<file path="src/rtl/led_pkg.sv">
// Shared types and constants for the LED blink scheduler.
package led_pkg;

  typedef enum logic [1:0] {
    IDLE = 2'd0,
    ON   = 2'd1,
    OFF  = 2'd2,
    GAP  = 2'd3
  } led_state_e;

  localparam int TICK_W = 25;
  localparam int CNT_W  = 4;

  // 50 MHz clock, 1 Hz blink: 25e6 cycles per half-period.
  localparam logic [TICK_W-1:0] TICK_MAX_DEF = 25'd24_999_999;

endpackage

</file>
<file path="src/rtl/led_tick_gen.sv">
// Half-period counter: counts 0..TICK_MAX and flags tick at TICK_MAX.
// A synchronous clear restarts the count so each phase lasts exactly TICK_MAX+1 cycles.
module led_tick_gen
  import led_pkg::*;
#(
  parameter logic [TICK_W-1:0] TICK_MAX = TICK_MAX_DEF
) (
  input  logic clk_i,
  input  logic rst_ni,
  input  logic clr_i,
  output logic tick_o
);

  logic [TICK_W-1:0] cnt_q, cnt_d;

  always_comb begin
    cnt_d = cnt_q + TICK_W'(1);
    if (clr_i || (cnt_q == TICK_MAX)) begin
      cnt_d = '0;
    end
  end

  always_ff @(posedge clk_i or negedge rst_ni) begin
    if (!rst_ni) begin
      cnt_q <= '0;
    end else begin
      cnt_q <= cnt_d;
    end
  end

  assign tick_o = (cnt_q == TICK_MAX);

endmodule

</file>
<file path="src/rtl/led_blink_sched.sv">
// Round-robin owner of one LED: grants a requester, plays its 0-15 blink burst, then re-arbitrates.
// Grant one cycle after req; `LED_BLINK_GAP_EN adds GAP_HP dark half-periods after every burst.
module led_blink_sched
  import led_pkg::*;
#(
  parameter int                N_REQ    = 4,
  parameter logic [TICK_W-1:0] TICK_MAX = TICK_MAX_DEF,
  parameter int                GAP_HP   = 2
) (
  input  logic                   sys_clk,
  input  logic                   sys_rst_n,
  input  logic [N_REQ-1:0]       req,
  input  logic [CNT_W*N_REQ-1:0] blinks,
  output logic [N_REQ-1:0]       gnt,
  output logic [N_REQ-1:0]       done,
  output logic                   busy,
  output logic                   led_out
);

  localparam int             IW     = $clog2(N_REQ);
  localparam logic [IW:0]    NREQ_W = (IW+1)'(N_REQ);

  if (N_REQ < 2 || N_REQ > 8 || GAP_HP < 1 || GAP_HP > 15) begin : g_param_err
    $error("led_blink_sched: N_REQ or GAP_HP out of range");
  end

`ifdef LED_BLINK_GAP_EN
  localparam led_state_e POST_ST = GAP;
`else
  localparam led_state_e POST_ST = IDLE;
`endif

  led_state_e       state_q, state_d;
  logic [IW-1:0]    ptr_q, ptr_d, own_q, own_d, sel;
  logic             sel_vld;
  logic [CNT_W-1:0] cnt_q, cnt_d, sel_blinks;
  logic [N_REQ-1:0] gnt_q, gnt_d, done_q, done_d;
  logic             busy_q, busy_d, led_q, led_d;
  logic             tick, tick_clr, grant, finish;
  logic [CNT_W-1:0] blinks_a [N_REQ];

`ifdef LED_BLINK_GAP_EN
  localparam logic [CNT_W-1:0] GAP_LAST = CNT_W'(GAP_HP - 1);
  logic [CNT_W-1:0] gap_q, gap_d;
`endif

  for (genvar gi = 0; gi < N_REQ; gi++) begin : g_unpack
    assign blinks_a[gi] = blinks[CNT_W*gi +: CNT_W];
  end

  // First set request at or above the pointer, wrapping at N_REQ.
  always_comb begin
    logic [IW:0] cand;
    cand    = '0;
    sel_vld = 1'b0;
    sel     = '0;
    for (int k = 0; k < N_REQ; k++) begin
      cand = {1'b0, ptr_q} + (IW+1)'(k);
      if (cand >= NREQ_W) begin
        cand = cand - NREQ_W;
      end
      if (!sel_vld && req[cand[IW-1:0]]) begin
        sel_vld = 1'b1;
        sel     = cand[IW-1:0];
      end
    end
  end

  assign sel_blinks = blinks_a[sel];
  assign grant      = (state_q == IDLE) && sel_vld;
  // A zero-count grant parks in OFF for one cycle so done trails gnt by exactly one cycle.
  assign finish     = (state_q == OFF) &&
                      ((cnt_q == '0) || (tick && (cnt_q == CNT_W'(1))));

  led_tick_gen #(
    .TICK_MAX (TICK_MAX)
  ) u_tick (
    .clk_i  (sys_clk),
    .rst_ni (sys_rst_n),
    .clr_i  (tick_clr),
    .tick_o (tick)
  );

  assign tick_clr = (state_d != state_q);

  always_ff @(posedge sys_clk or negedge sys_rst_n) begin
    if (!sys_rst_n) begin
      state_q <= IDLE;
    end else begin
      state_q <= state_d;
    end
  end

  always_comb begin
    state_d = state_q;
    case (state_q)
      IDLE: begin
        if (sel_vld) begin
          state_d = (sel_blinks == '0) ? OFF : ON;
        end
      end
      ON: begin
        if (tick) begin
          state_d = OFF;
        end
      end
      OFF: begin
        if (finish) begin
          state_d = POST_ST;
        end else if (tick) begin
          state_d = ON;
        end
      end
      GAP: begin
`ifdef LED_BLINK_GAP_EN
        if (tick && (gap_q == GAP_LAST)) begin
          state_d = IDLE;
        end
`else
        state_d = IDLE;
`endif
      end
      default: state_d = IDLE;
    endcase
  end

  // busy also covers the first IDLE cycle, so it brackets the done pulse or the whole gap.
  always_comb begin
    gnt_d  = '0;
    done_d = '0;
    if (grant) begin
      gnt_d[sel] = 1'b1;
    end
    if (finish) begin
      done_d[own_q] = 1'b1;
    end
    busy_d = (state_q != IDLE) || (state_d != IDLE);
    led_d  = (state_d == ON);
  end

  always_comb begin
    ptr_d = ptr_q;
    own_d = own_q;
    cnt_d = cnt_q;
    if (grant) begin
      ptr_d = (sel == IW'(N_REQ - 1)) ? '0 : sel + IW'(1);
      own_d = sel;
      cnt_d = sel_blinks;
    end else if ((state_q == OFF) && tick && (cnt_q != '0)) begin
      cnt_d = cnt_q - CNT_W'(1);
    end
  end

`ifdef LED_BLINK_GAP_EN
  always_comb begin
    gap_d = '0;
    if ((state_q == GAP) && (state_d == GAP)) begin
      gap_d = tick ? gap_q + CNT_W'(1) : gap_q;
    end
  end

  always_ff @(posedge sys_clk or negedge sys_rst_n) begin
    if (!sys_rst_n) begin
      gap_q <= '0;
    end else begin
      gap_q <= gap_d;
    end
  end
`endif

  always_ff @(posedge sys_clk or negedge sys_rst_n) begin
    if (!sys_rst_n) begin
      ptr_q  <= '0;
      own_q  <= '0;
      cnt_q  <= '0;
      gnt_q  <= '0;
      done_q <= '0;
      busy_q <= 1'b0;
      led_q  <= 1'b0;
    end else begin
      ptr_q  <= ptr_d;
      own_q  <= own_d;
      cnt_q  <= cnt_d;
      gnt_q  <= gnt_d;
      done_q <= done_d;
      busy_q <= busy_d;
      led_q  <= led_d;
    end
  end

  assign gnt     = gnt_q;
  assign done    = done_q;
  assign busy    = busy_q;
  assign led_out = led_q;

endmodule

</file>
<file path="config.mk">
export PLATFORM = sky130hd
export DESIGN_NAME = led_blink_sched
export DESIGN_NICKNAME = d
export VERILOG_FILES = /design/src/rtl/led_pkg.sv /design/src/rtl/led_tick_gen.sv /design/src/rtl/led_blink_sched.sv
export SDC_FILE = /design/constraint.sdc
export NUM_CORES = 1
export LEC_CHECK = 0
export BUFFER_PORTS_ARGS = -buffer_cell sky130_fd_sc_hd__buf_2
export CAP_MARGIN = 20
export CORE_UTILIZATION = 45
export DETAILED_ROUTE_END_ITERATION = 10
export HOLD_SLACK_MARGIN = 0.06
export SLEW_MARGIN = 20
export SYNTH_ARGS = -nofsm -noshare
export SYNTH_HDL_FRONTEND = slang
export SYNTH_SLANG_ARGS = --single-unit
</file>
<file path="constraint.sdc">
create_clock -name sys_clk -period 3.3 [get_ports sys_clk]
set_clock_uncertainty 0.1 [all_clocks]
set_input_delay 0.165 -clock sys_clk [delete_from_list [all_inputs] [get_ports sys_clk]]
set_output_delay 0.165 -clock sys_clk [all_outputs]
set_load 0.05 [all_outputs]
</file>
==> out/results.tsv <==
stage	metric	value	unit
synthesis	post-synthesis mux area share	0.860	%
synthesis	Post-Synth XOR/XNOR Area	9.21	%
setup_path	crit path DAT	2.43	ns
setup_path	Critical R2R Capture	cnt_q[1]	
global_route	GRT Total Usage	17.5	%
floorplanning	Core Box Area	5200	um2
cells_and_area	non-filler cells, final	358	
global_route	total grt overflow	0	
floorplanning	Starting Density	47.5	%
pwr	total power	1.86	mW
synthesis	compound-cell area share of the yosys netlist	9.00	%
timing	total negative slack	0	ns
cells_and_area	fin nets	317	
clock_tree	CTS max path bufs	2	
synthesis	Post-synth EDFFs	0	
setup_path	Critical Path Start	req[2]	
synthesis	Syn Nets	283	
detailed_routing	final wirelength	4680	um
setup_path	peak fanout along the critical path	13	
timing	Final Max Tran Viols	0	
timing	Slew headroom	57.2	%
clock_tree	post-CTS setup buffers	0	
detailed_routing	DR iter-0 viols	100	
timing	Worst Tran Pin Value	0.639	ns
floorplanning	die area	5800	um2
synthesis	Ys Warns	0	
pwr	worst vdd ir	0.000323	V
synthesis	Cells after Synth	253	
timing	fin crit share	71.9	%
synthesis	Netlist cell types	47	
clock_tree	insertion delay to the later sink of the worst-skew pair	0.29	ns
global_route	routing usage on met2	29.5	%
clock_tree	Clock transition at path regs	0.08	ns
synthesis	FF+latch count, synth	45	
global_route	grt met1 use	22.3	%
place	dpl cells	347	
setup_path	slowest stage delay, CP	0.64	ns
synthesis	Adder-Cell Fraction of Synth Area	4.05	%
global_route	initial antenna violation count	0	
floorplanning	Die Width	76.1	um
global_route	largest net degree at the start of global routing	46	
synthesis	Async S/R FF share, synth	100	%
floorplanning	Row Count	26	
clock_tree	CTS Root Cell	clkbuf_8	
setup_path	CP Class	in -> reg	
pwr	PwrDens	656	nW/um2
setup_path	slowest CP cell	or4b_4	
setup_path	worst-path cell chain	dlygate4sd3_1 > buf_2 > nor2b_2 > or4b_4 > nand3_2 > a32oi_2 > nor4_2 > o221ai_1	
timing	post-layout min period	2.37	ns
global_route	first-pass GRT wire length	8100	um
setup_path	RR Startpoint	u_tick.cnt_q[10]	
detailed_routing	Vias	1850	
setup_path	r2r worst-path depth	6	
setup_path	Worst setup SP type	primary input	
place	# port buffers	31	
synthesis	Avg Inst Size Synth	9.78	um2
clock_tree	# clock sinks	45	
clock_tree	hold buffers post-CTS	3	
setup_path	CP Capture Type	register	
floorplanning	Die Ht	76.1	um
detailed_routing	Via-to-Cell Ratio	5.17	
detailed_routing	# DRC	0	
cells_and_area	antenna cell count	0	
detailed_routing	drt wl/cell	13.1	um
setup_path	worst reg-to-reg setup slack	1.03	ns
clock_tree	post-CTS resize count	0	
clock_tree	H-tree Lvls	2	
synthesis	register area share after synthesis	45.5	%
synthesis	simple-gate area share of the yosys netlist	28.3	%
setup_path	critical path endpoint	state_q[0]	
place	dpl hpwl	3370	um
detailed_routing	Final ANT Viol Nets	0	
clock_tree	CTS tree	built	
outcome	status	finished, final reports clean	
timing	final hold violation count	0	
synthesis	Synth Flop Type	dfrtp_1	
synthesis	Post-Syn Area	2470	um2
global_route	GR Util met3	3.59	%
cells_and_area	P&R area growth vs syn	14.4	%
worst_hold_path	Hold Path Class	in -> reg	
setup_path	Crit path required time	3.35	ns
run	max-cap violation count	0	
detailed_routing	first drt pass iteration count	4	
timing	RSZ-0062 raised after global routing	false	
clock_tree	CTS Buf Count	5	
floorplanning	I/O pins	32	
global_route	Most Crowded Layer GR	met2	
global_route	vias in the first global route	1736	
pwr	Pleak	1.33	nW
timing	Final setup viols	0	
synthesis	largest family of logic cells by synthesized area	simple AND/OR/NAND/NOR gates	
cells_and_area	share of cells above drive strength 1	18.8	%
timing	Max Clock Freq	0.421	GHz
worst_hold_path	Min-Delay Startpoint	blinks[3]	
place	routability cong.	0.746	
[placed cells by master (no fill, tap or decap), types with 2 or more instances in the layout]
cell type / count
and2_1: 6
a32oi_1: 3
and3_1: 5
nor3_1: 3
nand3_1: 19
a21oi_1: 5
and3b_1: 2
o221ai_1: 2
o21ai_0: 4
a221oi_1: 4
xnor2_1: 7
buf_2: 30
nand2_1: 23
nor3b_1: 5
nor4_1: 6
nor4_2: 2
nand4b_1: 2
inv_1: 7
dfrtp_1: 45
nor2_1: 35
a21bo_2: 3
dlygate4sd3_1: 3
buf_4: 2
nand2b_1: 3
xor2_1: 19
clkbuf_8: 6
ha_1: 8
nor2b_1: 4
nand4_1: 5
[area by class of cell]
| class | instances | area [um2] |
|---|---|---|
| well taps | 70 | 87.6 |
| multi-input cells | 193 | 1280 |
| flip-flops and latches | 45 | 1130 |
| repair buffers | 35 | 195 |
| fillers | 502 | 2380 |
| clock inverters | 1 | 30.0 |
| clock buffers | 7 | 86.3 |
| inverters | 7 | 26.3 |
[state kept, by name, indices dropped and copies added, names as in the netlist]
| signal | count |
|---|---|
| busy | 1 |
| cnt_q | 4 |
| done | 4 |
| gnt | 4 |
| led_out | 1 |
| own_q | 2 |
| ptr_q | 2 |
| state_q | 2 |
| u_tick.cnt_q | 25 |
[critical path: cells and delay by family]
family	cells	cell delay [ns]
AO/OA/AOI/OAI	2	0.28
buffers and inverters	2	0.66
AND/OR/NAND/NOR	4	1.32
[synthesized netlist by cell type (2+ instances only)]
cell type | n | area (um2)
and2_1 | 6 | 37.5
a32oi_1 | 3 | 26.3
dfrtp_1 | 45 | 1130
nor4_2 | 2 | 25.0
buf_2 | 3 | 15.0
nand4b_1 | 2 | 17.5
nor3_1 | 4 | 20.0
nor2b_1 | 4 | 25.0
o221ai_1 | 2 | 17.5
xor2_1 | 19 | 166
a21oi_1 | 5 | 25.0
a221oi_1 | 4 | 35.0
nor2_1 | 35 | 131
and3_1 | 5 | 31.3
ha_1 | 8 | 100
nand2b_1 | 3 | 18.8
nor3b_1 | 5 | 37.5
and3b_1 | 2 | 17.5
o21ai_0 | 4 | 20.0
clkbuf_1 | 2 | 7.51
nor4_1 | 6 | 37.5
nand3_1 | 19 | 95.1
nand4_1 | 5 | 31.3
nand2_1 | 23 | 86.3
a21bo_2 | 3 | 30.0
xnor2_1 | 7 | 61.3
inv_1 | 7 | 26.3
[through the flow]
stage                     area (um2)  hold WS [ns]  util, %  setup slack, ns
after floorplan                 2470        -0.231        -             1.28
after detailed placement        2680         0.297     51.4             1.01
after global routing            2830         0.285     54.4            0.764
final                           2830         0.191     54.4            0.927
after CTS                       2820         0.187     54.2            0.934
after global placement          2680         0.286     51.4             1.05
[kinds of logic after synthesis]
kind of cell	count (synthesis)
AND/OR/NAND/NOR	129
flip-flops	45
AO/OA/AOI/OAI	28
XOR/XNOR	26
buffers and inverters	15
adder cells (fa/ha/maj)	8
multiplexers	2
[power by group]
part           leakage, nW  switching (mW)  total (mW)  internal (mW)
logic                0.690           0.386       0.644          0.259
clock network       0.0585           0.179       0.426          0.247
registers            0.587           0.118       0.785          0.667
total                 1.33           0.682        1.86           1.17
[worst min path at each step]
stage / to / slack (ns) / cells past startpoint
after floorplan: busy / -0.23 / 0
after global placement: u_tick.cnt_q[2] / 0.29 / 1
after detailed placement: u_tick.cnt_q[3] / 0.30 / 1
after CTS: cnt_q[3] / 0.19 / 5
after global routing: cnt_q[2] / 0.28 / 5
final: cnt_q[3] / 0.19 / 5
[layer usage]
layer | part of all wire [%] | up-vias
li1 | - | 948
met1 | 48 | 861
met2 | 48 | 35
met3 | 3.4 | 6
met4 | 1.1 | 0
met5 | 0 | -
Power figures use the tool's default switching activity.
